<file path="src/rtl/rgb_to_y_pkg.sv">
// Shared video constants: reference geometry, BT.601-style luma weights and
// the sequencing FSM encoding used by the luma stage and the FIR stage.
package rgb_to_y_pkg;

   localparam int unsigned VID_MAX_COLS = 1600;
   localparam int unsigned VID_MAX_ROWS = 900;

   localparam int unsigned COEF_R     = 77;
   localparam int unsigned COEF_G     = 150;
   localparam int unsigned COEF_B     = 29;
   localparam int unsigned LUMA_ROUND = 128;
   localparam int unsigned SYNC_DEPTH = 3;

   typedef enum logic {
      SYNC_WAIT = 1'b0,
      ACTIVE    = 1'b1
   } state_e;

endpackage

</file>
<file path="src/rtl/rgb_to_y_sync_delay.sv">
// Fixed-depth shift register for the {vs, hs, dv} vector so the syncs stay
// cycle-aligned with the luma pipeline.
module sync_delay #(
   parameter int unsigned DEPTH = 3
) (
   input  logic       clk,
   input  logic       rst,
   input  logic [2:0] sync_i,
   output logic [2:0] sync_o
);

   logic [2:0] stage_q [DEPTH];
   logic [2:0] stage_d [DEPTH];

   always_comb begin
      stage_d[0] = sync_i;
      for (int i = 1; i < DEPTH; i++) begin
         stage_d[i] = stage_q[i-1];
      end
   end

   always_ff @(posedge clk) begin
      for (int i = 0; i < DEPTH; i++) begin
         if (rst) stage_q[i] <= 3'b000;
         else     stage_q[i] <= stage_d[i];
      end
   end

   assign sync_o = stage_q[DEPTH-1];

endmodule

</file>
<file path="src/rtl/rgb_to_y.sv">
// RGB to luma conversion with a 3-stage pipeline, sync gating until the first
// vertical sync, and per-frame geometry measurement.
//
// state     | meaning
// SYNC_WAIT | after reset; syncs suppressed, counters held at 0
// ACTIVE    | locked to frame timing; syncs pass, geometry is measured
module rgb_to_y
   import rgb_to_y_pkg::*;
#(
   parameter int unsigned MAX_COLS = VID_MAX_COLS,
   parameter int unsigned MAX_ROWS = VID_MAX_ROWS
) (
   input  logic        clk,
   input  logic        rst,
   input  logic [7:0]  r_i,
   input  logic [7:0]  g_i,
   input  logic [7:0]  b_i,
   input  logic        dv_i,
   input  logic        hs_i,
   input  logic        vs_i,
   output logic [7:0]  y_o,
   output logic        dv_o,
   output logic        hs_o,
   output logic        vs_o,
   output logic [10:0] frame_cols_o,
   output logic [9:0]  frame_rows_o,
   output logic        geom_err_o
);

   localparam logic [10:0] COLS_EXP = 11'(MAX_COLS);
   localparam logic [9:0]  ROWS_EXP = 10'(MAX_ROWS);

   state_e      state_q, state_d;
   logic        vs_prev_q, vs_prev_d;
   logic        dv_prev_q, dv_prev_d;
   logic [10:0] col_q, col_d;
   logic [9:0]  row_q, row_d;
   logic [10:0] frame_cols_q, frame_cols_d;
   logic [9:0]  frame_rows_q, frame_rows_d;
   logic        geom_err_q, geom_err_d;
   logic [15:0] prod_r_q, prod_r_d, prod_g_q, prod_g_d, prod_b_q, prod_b_d;
   logic [15:0] sum_q, sum_d;
   logic [7:0]  y_q, y_d;

   logic        vs_rise, dv_fall;
   logic [10:0] cols_seen;
   logic [9:0]  rows_seen;
   logic [2:0]  sync_in, sync_out;

   always_comb begin
      vs_rise  = vs_i & ~vs_prev_q;
      dv_fall  = ~dv_i & dv_prev_q;

      prod_r_d = 16'(COEF_R) * {8'd0, r_i};
      prod_g_d = 16'(COEF_G) * {8'd0, g_i};
      prod_b_d = 16'(COEF_B) * {8'd0, b_i};
      sum_d    = prod_r_q + prod_g_q + prod_b_q + 16'(LUMA_ROUND);
      y_d      = sum_q[15:8];

      state_d  = state_q;
      if (state_q == SYNC_WAIT && vs_rise) state_d = ACTIVE;

      // the vs edge that unlocks the FSM must itself reach vs_o
      sync_in  = (state_q == ACTIVE || vs_rise) ? {vs_i, hs_i, dv_i} : 3'b000;

      vs_prev_d    = vs_i;
      dv_prev_d    = (state_q == ACTIVE) & dv_i;
      col_d        = col_q;
      row_d        = row_q;
      frame_cols_d = frame_cols_q;
      frame_rows_d = frame_rows_q;
      geom_err_d   = geom_err_q;
      cols_seen    = frame_cols_q;
      rows_seen    = row_q;

      if (state_q == ACTIVE) begin
         if (dv_i && col_q != 11'h7FF) col_d = col_q + 11'd1;
         // a line ending on the vs edge is counted before the frame closes
         if (dv_fall) begin
            frame_cols_d = col_q;
            col_d        = 11'd0;
            row_d        = (row_q == 10'h3FF) ? row_q : row_q + 10'd1;
            cols_seen    = col_q;
            rows_seen    = row_d;
         end
         if (vs_rise) begin
            frame_rows_d = rows_seen;
            row_d        = 10'd0;
            geom_err_d   = (cols_seen != COLS_EXP) || (rows_seen != ROWS_EXP);
         end
      end
   end

   always_ff @(posedge clk) begin
      if (rst) begin
         state_q      <= SYNC_WAIT;
         vs_prev_q    <= 1'b0;
         dv_prev_q    <= 1'b0;
         col_q        <= '0;
         row_q        <= '0;
         frame_cols_q <= '0;
         frame_rows_q <= '0;
         geom_err_q   <= 1'b0;
         prod_r_q     <= '0;
         prod_g_q     <= '0;
         prod_b_q     <= '0;
         sum_q        <= '0;
         y_q          <= '0;
      end else begin
         state_q      <= state_d;
         vs_prev_q    <= vs_prev_d;
         dv_prev_q    <= dv_prev_d;
         col_q        <= col_d;
         row_q        <= row_d;
         frame_cols_q <= frame_cols_d;
         frame_rows_q <= frame_rows_d;
         geom_err_q   <= geom_err_d;
         prod_r_q     <= prod_r_d;
         prod_g_q     <= prod_g_d;
         prod_b_q     <= prod_b_d;
         sum_q        <= sum_d;
         y_q          <= y_d;
      end
   end

   sync_delay #(.DEPTH(SYNC_DEPTH)) u_sync_delay (
      .clk    (clk),
      .rst    (rst),
      .sync_i (sync_in),
      .sync_o (sync_out)
   );

   assign dv_o         = sync_out[0];
   assign hs_o         = sync_out[1];
   assign vs_o         = sync_out[2];
   assign y_o          = sync_out[0] ? y_q : 8'd0;
   assign frame_cols_o = frame_cols_q;
   assign frame_rows_o = frame_rows_q;
   assign geom_err_o   = geom_err_q;

endmodule

</file>
<file path="config.mk">
export PLATFORM = sky130hd
export DESIGN_NAME = rgb_to_y
export DESIGN_NICKNAME = d
export VERILOG_FILES = /design/src/rtl/rgb_to_y_pkg.sv /design/src/rtl/rgb_to_y_sync_delay.sv /design/src/rtl/rgb_to_y.sv
export SDC_FILE = /design/constraint.sdc
export NUM_CORES = 1
export LEC_CHECK = 0
export BUFFER_PORTS_ARGS = -buffer_cell sky130_fd_sc_hd__buf_2
export CELL_PAD_IN_SITES_DETAIL_PLACEMENT = 0
export CELL_PAD_IN_SITES_GLOBAL_PLACEMENT = 1
export CORE_MARGIN = 1.5
export CORE_UTILIZATION = 51
export DETAILED_ROUTE_END_ITERATION = 7
export HOLD_SLACK_MARGIN = 0.08
export PLACE_DENSITY = 0.84
export SLEW_MARGIN = 10
export SYNTH_ARGS = -nofsm -noshare
export SYNTH_HDL_FRONTEND = slang
export SYNTH_SLANG_ARGS = --single-unit
</file>
<file path="constraint.sdc">
create_clock -name clk -period 6.25 [get_ports clk]
set_input_delay 0.3125 -clock clk [delete_from_list [all_inputs] [get_ports clk]]
set_output_delay 0.3125 -clock clk [all_outputs]
set_load 0.1 [all_outputs]
</file>
# [Word level (Yosys, flattened, before mapping)]
# Memories as Yosys holds them, arrays and structs flattened.
# Index checks and enable logic that the tools add are counted.
[word_totals] output_inout_bits=33 n_memories=1 word_cells=61 in_bits=29 regBits=118 ramBits=9
[memory_table] memory="u_sync_delay.stage_q" depth=3 word_bits=3 read_ports=3 rd_ports_with_merged_regs=0 write_ports=3 line_no="rgb_to_y_sync_delay.sv:12" text="logic [2:0] stage_q [DEPTH];"
[classes] multipliers=3 bitwise_logic=9 eq_ne=4 add_sub_neg=5 n_reduce_logical=7 mux=16
[op_table] operator="$mux 11" n=4
[op_table] operator="$mux 10" n=4
[op_table] operator="$add 16x16->16" n=2
[op_table] operator="$mul 7x8->15 const A" n=2
[op_table] operator="$ne 11x11->1 const B" n=2
[op_table] operator="$add 16x8->16 const B" n=1
[op_table] operator="$mul 5x8->13 const A" n=1
[op_table] operator="$mux 3" n=4
[op_table] operator="$add 11x1->11 const B" n=1
[op_table] operator="$add 10x1->10 const B" n=1
[op_table] operator="$eq 10x10->1 const B" n=1
[op_table] operator="$ne 10x10->1 const B" n=1
[op_table] operator="$mux 8" n=1
[op_table] operator="$reduce_and 2->1" n=2
[op_table] operator="$and 1x1->1" n=3
[op_table] operator="$mux 1" n=3
[op_table] operator="$not 1->1" n=3
[op_table] operator="$or 1x1->1" n=3
[op_table] operator="$logic_and 1x1->1" n=2
[op_table] operator="$logic_or 1x1->1" n=2
[op_table] operator="$reduce_bool 2->1" n=1

# [Logic depth before layout (Yosys ltp)]
[depth] word_depth=6 ltp_mapped=14

# [Modules after synthesis]
# A second synthesis with hierarchy kept.
[hier_totals] hier_cells=855 area_unflattened_um2=7764.9
[modules_own_cells] mod="rgb_to_y" n_inst=1 cells_per_inst=837 area_each_um2=7528.5
[modules_own_cells] mod="sync_delay" n_inst=1 cells_per_inst=18 area_each_um2=236.5

# [Worst setup path before layout]
# Ideal clock, no wire load.
[synth_path] path_kind="input to register" from="input r_i[4]" to="register prod_r_q[14]" setup_time_ns=0.132 path_slack_ns=2.853 stages=13 arrival_ns=3.265 cell_sequence="ha_1 > ha_1 > inv_1 > fa_1 > fa_1 > inv_1 > ha_1 > nand3_1 > nor2_1 > a2111oi_2 > o31ai_1 > a211oi_1 > nor3_1"
[synth_between] elab_chain_cells=1
[synth_lines] element="start, declared" line_no="rgb_to_y.sv:15" text="input logic [7:0] r_i,"
[synth_lines] element="$mul 7x8->15" line_no="rgb_to_y.sv:54" text="prod_r_d = 16'(COEF_R) * {8'd0, r_i};"
[synth_lines] element="end signal, assigned" line_no="rgb_to_y.sv:118" text="prod_r_q <= prod_r_d;"
[synth_lines] element="end, declared" line_no="rgb_to_y.sv:41" text="logic [15:0] prod_r_q, prod_r_d, prod_g_q, prod_g_d, prod_b_q, prod_b_d;"
# No other way between the ends.
# A chain may end at the register's enable or synchronous reset.

# [Worst setup path after layout]
# Ends and elaborated chain as after synthesis.

==> results.toml <==
[floorplan]
floorplan.die_area_um2 = 15800
starting_density_of_the_core_pct = 52.5
std_cell_rows = 44
fp.dieH_um = 126
core-area_um2 = 14600
io_pins = 62
die_w_um = 126

[final_layout]
drive_gt1_share_pct = 12.0
nNetsFinal = 1091
synthToLayoutAreaGrowth_pct = 14.1
fillers = 1286
num_antenna_cells = 0
final-instance-count-excl-fill = 1093

[detailed_routing]
drt_via_density = 5.28
drtIter0Drc = 271
postRouteWirelength_um = 15100
detailroute.via_count = 5769
drcViolationCount = 4
wl_per_cell_um = 13.8
route.antenna.remaining_nets = 0
drt_first_pass_iters = 8

[critical_path]
worst_path_most_repeated_cell = "sky130_fd_sc_hd__ha_1"
critical_path_class = "in -> reg"
critical_path_arrival_ns = 3.58
crit_path_start_kind = "input pin"
critical-path-top-delay-family = "adder cells"
cpMaxStageDelayCell = "sky130_fd_sc_hd__fa_1"
cp_cell_sequence = "buf_2 -> ha_1 -> ha_1 -> inv_1 -> fa_1 -> fa_1 -> inv_1 -> ha_1 -> nand3_1 -> nor2_1 -> a2111oi_2 -> o31ai_1 -> a211oi_1 -> nor3_1"
crit_path_max_incr_delay_ns = 0.52
timing.critical_path.to_type = "register"
timing.critical_path.buf_inv = 3
required_ns = 6.52
crit_path_max_fanout = 6

[logic_synthesis]
synth.distinct_cells = 65
number_of_enable_flip_flop_cells_after_synthesis = 0
syn_inst = 840
dominantRegCellSynth = "sky130_fd_sc_hd__dfxtp_1"
synthesis.area_per_instance_um2 = 9.16
synth_nets = 1034
synth_sequential_area_ratio_pct = 29.7
total_of_warnings_raised_by_yosys = 0
mappedNetlistArea_um2 = 7690
ys_ff_latch = 114
synth_async_sr_flop_share_pct = 0

[power_and_ir_drop]
max-vdd-ir-drop_uv = 252
cellPowerDensity_nw_per_um2 = 369
internal-power_mw = 2.15
clock_power_share_pct = 32.3
switching_share_pct = 33.8
power.sequential.fraction_pct = 27.0
reported_leakage_power_nw = 4.23
p_switching_mw = 1.09
power.combinational.fraction_pct = 40.7

[clock_network]
cts_max_level = 4
tritoncts.num_buffers = 17
ctsHoldBuffers = 0
cts_tree = "done"
clkLatencyLatePin_ns = 0.42
clock_root_buffer = "sky130_fd_sc_hd__clkbuf_16"
cts.path.max_buffers = 2
postCtsResizedCells = 0
postCtsSetupBuffers = 0
cts_sinks = 114
clk_transition_reported_paths_ns = 0.05

[placed_design]
hpwl_um = 11900
routabilityCongestion = 0.822
buffer_ports.inserted = 61
post-place-cells = 1062

[timing]
final_hold_viol_count = 0
hold_ws_ns = 0.0975
finalSetupViolCount = 0
unrepaired_setup_endpoints_after_global_routing = "no"
relSlewSlack_pct = 26.9
period_share_pct = 53.1
clock.fmax_mhz = 301
setup_tns_ns = 0
timing.final.max_slew_violations = 0
clock-skew-final_ns = 0.00696
layout_min_cycle_time_ns = 3.32
max_slew.worst_pin.slew_ns = 1.09

[global_route]
number_of_global_route_vias_before_repair = 6101
grt_overflow_total = 0
grt_usage_pct = 20.6
grt_max_degree = 78
initial_antenna_violation_count = 0
grt_first_pass_wirelength_um = 26600

[run_status]
status = "finished with violations"
violations = "DRC"

[min_path]
hold_path.class = "in -> reg"

[flow_run]
max-cap-violations = 0
[power groups by stage]
| stage | Sequential, mW | Clock [mW] | Combinational (mW) |
|---|---|---|---|
| final | 0.874 | 1.05 | 1.32 |
| after global routing | 0.886 | 1.09 | 1.53 |
| after CTS | 0.875 | 1.06 | 1.33 |
| after detailed placement | 0.889 | 0 | 1.31 |
| after global placement | 0.889 | 0 | 1.28 |
| after floorplan | 0.887 | 0 | 1.04 |
[kinds of logic after synthesis]
group | Yosys count | synth area share (%)
DFF | 114 | 29.7
AOI/OAI and AO/OA | 125 | 11.2
adders and majority gates | 165 | 30.5
and+or+nand+nor | 259 | 16.9
muxes | 6 | 0.878
xor gates and xnor gates | 36 | 4.10
buffers and inverters | 135 | 6.70
[cells in the final DEF, fill, tap and decap left out, drive strengths merged, types with 4 or more instances in the layout]
cell	count
clkinv	5
nor2b	37
and2	15
buf	62
bufinv	5
nand2b	4
nor3	21
inv	110
a22oi	10
ha	127
o21ai	12
nand2	41
o21bai	4
xor2	18
nand4	8
nor2	82
o21a	6
a21oi	47
dfxtp	114
fa	38
xnor2	18
and3	7
nand3	27
a21o	10
a31oi	8
clkbuf	21
a211oi	8
[flip-flops by register name (all words and copies together) (netlist names), 8 cells and up]
name,count
col_q,11
frame_cols_o,11
frame_rows_o,10
prod_b_q,13
prod_g_q,15
prod_r_q,15
row_q,10
sum_q,8
u_sync_delay.stage_q,9
y_q,8
[per-layer routing]
metal / global-route usage (%) / part of all wire, %
met1: 22.3 / 43
met2: 39.7 / 53
met3: 3.87 / 2.5
met4: 7.44 / 1.4
met5: 0 / 0
[path summary, 6_finish.rpt]
check	start	endpoint	slack, ns	cells after the start
worst max-delay path	r_i[4]	prod_r_q[14]	2.93	14
worst min-delay path	hs_i	u_sync_delay.stage_q[0][1]	0.1	2
worst max register to register	prod_g_q[4]	sum_q[12]	3.24	11
worst min register to register	sum_q[14]	y_q[6]	0.44	1
[per-stage QoR]
step           area (µm²)  total power, mW  utilization, %  worst slack [ns]
4_1_cts              8780             3.27            60.0              2.92
6_report             8780             3.24            60.0              2.93
3_3_place_gp         8140             2.17            55.6              2.54
3_5_place_dp         8140             2.20            55.6              2.49
2_1_floorplan        7690             1.93               -              2.85
5_1_grt              8780             3.51            60.0              2.74
[worst reg2reg max path, cell delays in order (launching register included)]
cell,delay (ns)
sky130_fd_sc_hd__dfxtp_1,0.32
sky130_fd_sc_hd__inv_1,0.07
sky130_fd_sc_hd__fa_1,0.50
sky130_fd_sc_hd__inv_1,0.04
sky130_fd_sc_hd__ha_1,0.29
sky130_fd_sc_hd__ha_1,0.32
sky130_fd_sc_hd__a21o_1,0.19
sky130_fd_sc_hd__a2bb2oi_1,0.33
sky130_fd_sc_hd__o21ai_0,0.23
sky130_fd_sc_hd__a21o_1,0.24
sky130_fd_sc_hd__a211oi_1,0.25
sky130_fd_sc_hd__a211oi_1,0.08
[synthesized netlist by cell type (15+ instances only)]
library cell / number / share of area (%)
sky130_fd_sc_hd__nor2_1: 82 / 4.0
sky130_fd_sc_hd__clkbuf_1: 15 / 0.73
sky130_fd_sc_hd__dfxtp_1: 114 / 30
sky130_fd_sc_hd__a21oi_1: 45 / 2.9
sky130_fd_sc_hd__nor2b_1: 37 / 3.0
sky130_fd_sc_hd__nor3_1: 20 / 1.3
sky130_fd_sc_hd__xnor2_1: 18 / 2.0
sky130_fd_sc_hd__fa_1: 38 / 9.9
sky130_fd_sc_hd__xor2_1: 18 / 2.0
sky130_fd_sc_hd__nand2_1: 41 / 2.0
sky130_fd_sc_hd__ha_1: 127 / 21
sky130_fd_sc_hd__inv_1: 110 / 5.4
sky130_fd_sc_hd__nand3_1: 26 / 1.7
[cell type report]
cell class	instances	area, µm²	area share (%)
Clock buffer	21	460	5.24
Clock inverter	10	181	2.07
Inverter	111	417	4.74
Multi-Input combinational cell	591	4900	55.7
Sequential cell	114	2280	26.0
Tap cell	184	230	2.62
Timing Repair Buffer	62	315	3.59
(Power assumes the default switching activity.)
